`src/rtl/gray_ptr_sync.sv`:
```
// Gray-coded pointer synchronizer with a binary view, a change pulse and a multi-bit change detector.
// Defining GRAY_PTR_SYNC_CHECK_EN compiles in the detector (gray_err, err_cnt); otherwise both outputs are tied to 0.
module gray_ptr_sync #(
    parameter int PTR_W     = 5,
    parameter int STAGES    = 2,
    parameter int ERR_CNT_W = 8
) (
    input  logic                 clk,
    input  logic                 reset,
    input  logic [PTR_W-1:0]     gray_in,
    input  logic                 err_clr,
    output logic [PTR_W-1:0]     ptr_gray_out,
    output logic [PTR_W-1:0]     ptr_bin_out,
    output logic                 ptr_chg,
    output logic                 gray_err,
    output logic [ERR_CNT_W-1:0] err_cnt
);

    logic [PTR_W-1:0] sync_reg [STAGES];
    logic [PTR_W-1:0] sync_last;
    logic [PTR_W-1:0] bin_next;
    logic [PTR_W-1:0] ptr_gray_reg;
    logic [PTR_W-1:0] ptr_bin_reg;
    logic             ptr_chg_reg;
    logic             ptr_chg_next;

    // The first stage samples gray_in directly, with no logic in front of it.
    always_ff @(posedge clk or posedge reset) begin
        if (reset) begin
            for (int i = 0; i < STAGES; i++) begin
                sync_reg[i] <= '0;
            end
        end else begin
            sync_reg[0] <= gray_in;
            for (int i = 1; i < STAGES; i++) begin
                sync_reg[i] <= sync_reg[i-1];
            end
        end
    end

    assign sync_last = sync_reg[STAGES-1];

    // Each binary bit is the XOR of all Gray bits at or above it.
    generate
        for (genvar gi = 0; gi < PTR_W; gi++) begin : g_g2b
            assign bin_next[gi] = ^sync_last[PTR_W-1:gi];
        end
    endgenerate

    assign ptr_chg_next = (sync_last != ptr_gray_reg);

    always_ff @(posedge clk or posedge reset) begin
        if (reset) begin
            ptr_gray_reg <= '0;
            ptr_bin_reg  <= '0;
            ptr_chg_reg  <= 1'b0;
        end else begin
            ptr_gray_reg <= sync_last;
            ptr_bin_reg  <= bin_next;
            ptr_chg_reg  <= ptr_chg_next;
        end
    end

    assign ptr_gray_out = ptr_gray_reg;
    assign ptr_bin_out  = ptr_bin_reg;
    assign ptr_chg      = ptr_chg_reg;

`ifdef GRAY_PTR_SYNC_CHECK_EN
    logic [PTR_W-1:0]     diff;
    logic                 multi_bit;
    logic                 gray_err_reg;
    logic                 gray_err_next;
    logic [ERR_CNT_W-1:0] err_cnt_reg;
    logic [ERR_CNT_W-1:0] err_cnt_next;

    // More than one bit set iff clearing the lowest set bit leaves something behind.
    assign diff      = sync_last ^ ptr_gray_reg;
    assign multi_bit = |(diff & (diff - PTR_W'(1)));

    always_comb begin
        gray_err_next = gray_err_reg;
        err_cnt_next  = err_cnt_reg;
        if (multi_bit) begin
            gray_err_next = 1'b1;
            if (err_clr) begin
                err_cnt_next = ERR_CNT_W'(1);
            end else if (!(&err_cnt_reg)) begin
                err_cnt_next = err_cnt_reg + ERR_CNT_W'(1);
            end
        end else if (err_clr) begin
            gray_err_next = 1'b0;
            err_cnt_next  = '0;
        end
    end

    always_ff @(posedge clk or posedge reset) begin
        if (reset) begin
            gray_err_reg <= 1'b0;
            err_cnt_reg  <= '0;
        end else begin
            gray_err_reg <= gray_err_next;
            err_cnt_reg  <= err_cnt_next;
        end
    end

    assign gray_err = gray_err_reg;
    assign err_cnt  = err_cnt_reg;
`else
    logic unused_err_clr;

    assign unused_err_clr = err_clr;
    assign gray_err       = 1'b0;
    assign err_cnt        = '0;
`endif

endmodule
```
`config.mk`:
```
export PLATFORM = sky130hd
export DESIGN_NAME = gray_ptr_sync
export DESIGN_NICKNAME = d
export VERILOG_FILES = /design/src/rtl/gray_ptr_sync.sv
export SDC_FILE = /design/constraint.sdc
export NUM_CORES = 1
export LEC_CHECK = 0
export CORE_MARGIN = 5
export CORE_UTILIZATION = 36
export CTS_CLUSTER_DIAMETER = 50
export DETAILED_ROUTE_END_ITERATION = 6
export PLACE_DENSITY_LB_ADDON = 0.1
export SYNTH_ARGS = -nofsm -noshare
export SYNTH_HDL_FRONTEND = slang
export SYNTH_SLANG_ARGS = --single-unit
```
`constraint.sdc`:
```
create_clock -name clk -period 1.15 [get_ports clk]
set_input_delay 0.345 -clock clk [delete_from_list [all_inputs] [get_ports clk]]
set_output_delay 0.345 -clock clk [all_outputs]
set_load 0.005 [all_outputs]
```
==> out/qor.txt <==
synth warn = 0
Final Critical Period = 1.25 ns
status = finished, violations left
Post-Place Cell Area = 935 um^2
first-pass GRT wire length = 1380 um
CTS buffer count = 3
CP max FO = 2
vias per inst = 3.61
synthesized area = 696 um^2
CTS sink count = 20
CP arrival = 1.42 ns
fin crit share = 108%
Setup crit end kind = flip-flop
Pre-antenna DRT Iters = 2
failing checks = negative setup slack
Power per Cell Area = 1340 nW/um^2
routed len/inst = 9.00 um
drt total wl = 891 um
clock buffer depth = 2
Final Skew = 0.00367 ns
Layout Cell Area excl Fill = 933 um^2
final hold vios = 0
hold crit path type = reg2reg
clock-pin transition on the worst setup and hold timing paths = 0.09 ns
Mapped Avg Cell Area = 16.2 um^2
Gate Count Post-Synth = 43
CP peak stage delay = 0.47 ns
ranking of synthesized cells by area = dfrtp_1, buf_4, xor2_1
Initial Util = 36.6%
vias in the first global route = 330
H-tree Lvls = 1
dominant synthesized flop cell = dfrtp_1
final setup fails = 3
total die area = 2910 um^2
GRT overflow = 0
initial antenna violation count = 0
register area share after synthesis = 71.9%
GPL Wtd Cong = 0.642
Cell Chain, Critical Path = xor3_2 > xor2_2 > xor2_1
final max-slew violation count = 0
post-synth cell types = 10
Static Leak = 0.000453 uW
type of origin of the critical path = flip-flop
cell taking the most area after synthesis = dfrtp_1
drt drc = 0
worst skew pair latency = 0.28 ns
Final ANT Viol Nets = 0
core footprint = 1900 um^2
commonest cells in the synthesized netlist = dfrtp_1, buf_4, xor2_1
slowest cell on the critical path = xor3_2
starting DRC count in detailed routing = 1
root buffer cell = clkbuf_4
Post-DP HPWL = 685 um
Die Width = 54.0 um
MaxCap Viol Count = 0
Final WS setup = -0.0976 ns
layout cell share with drive strength beyond 1 = 40.3%
largest net degree at the start of global routing = 21
maximum VDD drop = 598 uV
setup TNS = -0.123 ns
maximum clock frequency = 802 MHz
die height = 54.0 um
CTS tree = built
FFs w/ async S/R, synth = 100%
via count = 357
post-layout utilization of the core = 49.1%
Layout area overhead = 34.2%
Nets = 82
top-count cell post-synth = dfrtp_1
Hold WS = 0.355 ns
GRT Resource Usage Total = 6.95%
io pins = 28
row count = 16
critical path data required time = 1.32 ns
unrepaired setup endpoints after global routing = yes
top-area cell type share of the netlist area = 71.9%
critical setup path kind = reg2reg
n_diodes = 0
port bufs = 17
Post-synth EDFFs = 0
Yosys reg bits = 20
[metrics by stage]
| step | setup slack (ns) | instances | total power (uW) |
|---|---|---|---|
| floorplan | -0.0923 | 51 | 883 |
| global placement | -0.0881 | 94 | 991 |
| detailed placement | -0.0951 | 94 | 993 |
| CTS | -0.108 | 100 | 1270 |
| global route | -0.154 | 99 | 1330 |
| finish | -0.0976 | 99 | 1250 |
[critical path: cells and delay by family, from the launching register on]
kind	cells	cell delay [ns]
xor gates and xnor gates	3	0.78
DFF	1	0.36
[logic make-up after synthesis]
family        synth area share [%]
other cells                  0.539
flops                         71.9
simple gates                  1.44
buf+inv                       11.3
xor+xnor                      14.7
[repair_timing]
| item | CTS | global route |
|---|---|---|
| gates resized for setup | 42 | 4 |
| setup buffers | 3 | 0 |
| hold buffers | 0 | 0 |
| setup endpoints to repair | 12 | 13 |
| pin swaps | 2 | 2 |
[area by class of cell]
| class | instances | area, um^2 |
|---|---|---|
| repair buffers | 28 | 214 |
| well taps | 27 | 33.8 |
| fillers | 171 | 968 |
| clock buffers | 3 | 22.5 |
| multi-input cells | 20 | 159 |
| inverters | 1 | 3.75 |
| flip-flops and latches | 20 | 500 |
[worst paths after layout]
kind	from	to	slack, ns	depth (start not counted)
worst max-delay path	sync_last[3]	ptr_bin_out[0]	-0.1	3
worst min-delay path	sync_reg[5]	sync_last[0]	0.36	0
worst max register to register	sync_last[3]	ptr_bin_out[0]	-0.1	3
worst min register to register	sync_reg[5]	sync_last[0]	0.36	0
max in group asynchronous	reset	sync_last[3]	0.66	3
min in group asynchronous	reset	sync_reg[9]	0.37	3
[report_power, final]
part           total, uW  internal, uW  leakage (uW)  switching [uW]
Clock                300           121     0.0000138             179
Combinational        174           102      0.000209            72.2
Sequential           774           755      0.000230            19.5
Total               1250           978      0.000453             270
[layer usage]
metal | global-route usage (%) | vias up | wire length, um
met4 | 3.83 | 0 | 0
met1 | 8.04 | 168 | 378
met5 | 0 | - | 0
met3 | 3.32 | 0 | 79
li1 | - | 172 | -
met2 | 10.5 | 17 | 434
[placed cells by master, fill, tap and decap left out]
master	count
clkbuf_4	3
inv_1	1
nand3_1	1
dfrtp_1	20
buf_6	1
buf_4	9
buf_12	1
clkbuf_2	1
xor2_1	4
xnor2_1	2
xor3_2	1
clkdlybuf4s50_1	6
buf_2	10
xor2_2	2
nor3_2	1
conb_1	9
Note: power is estimated with default switching activity, not from simulation.
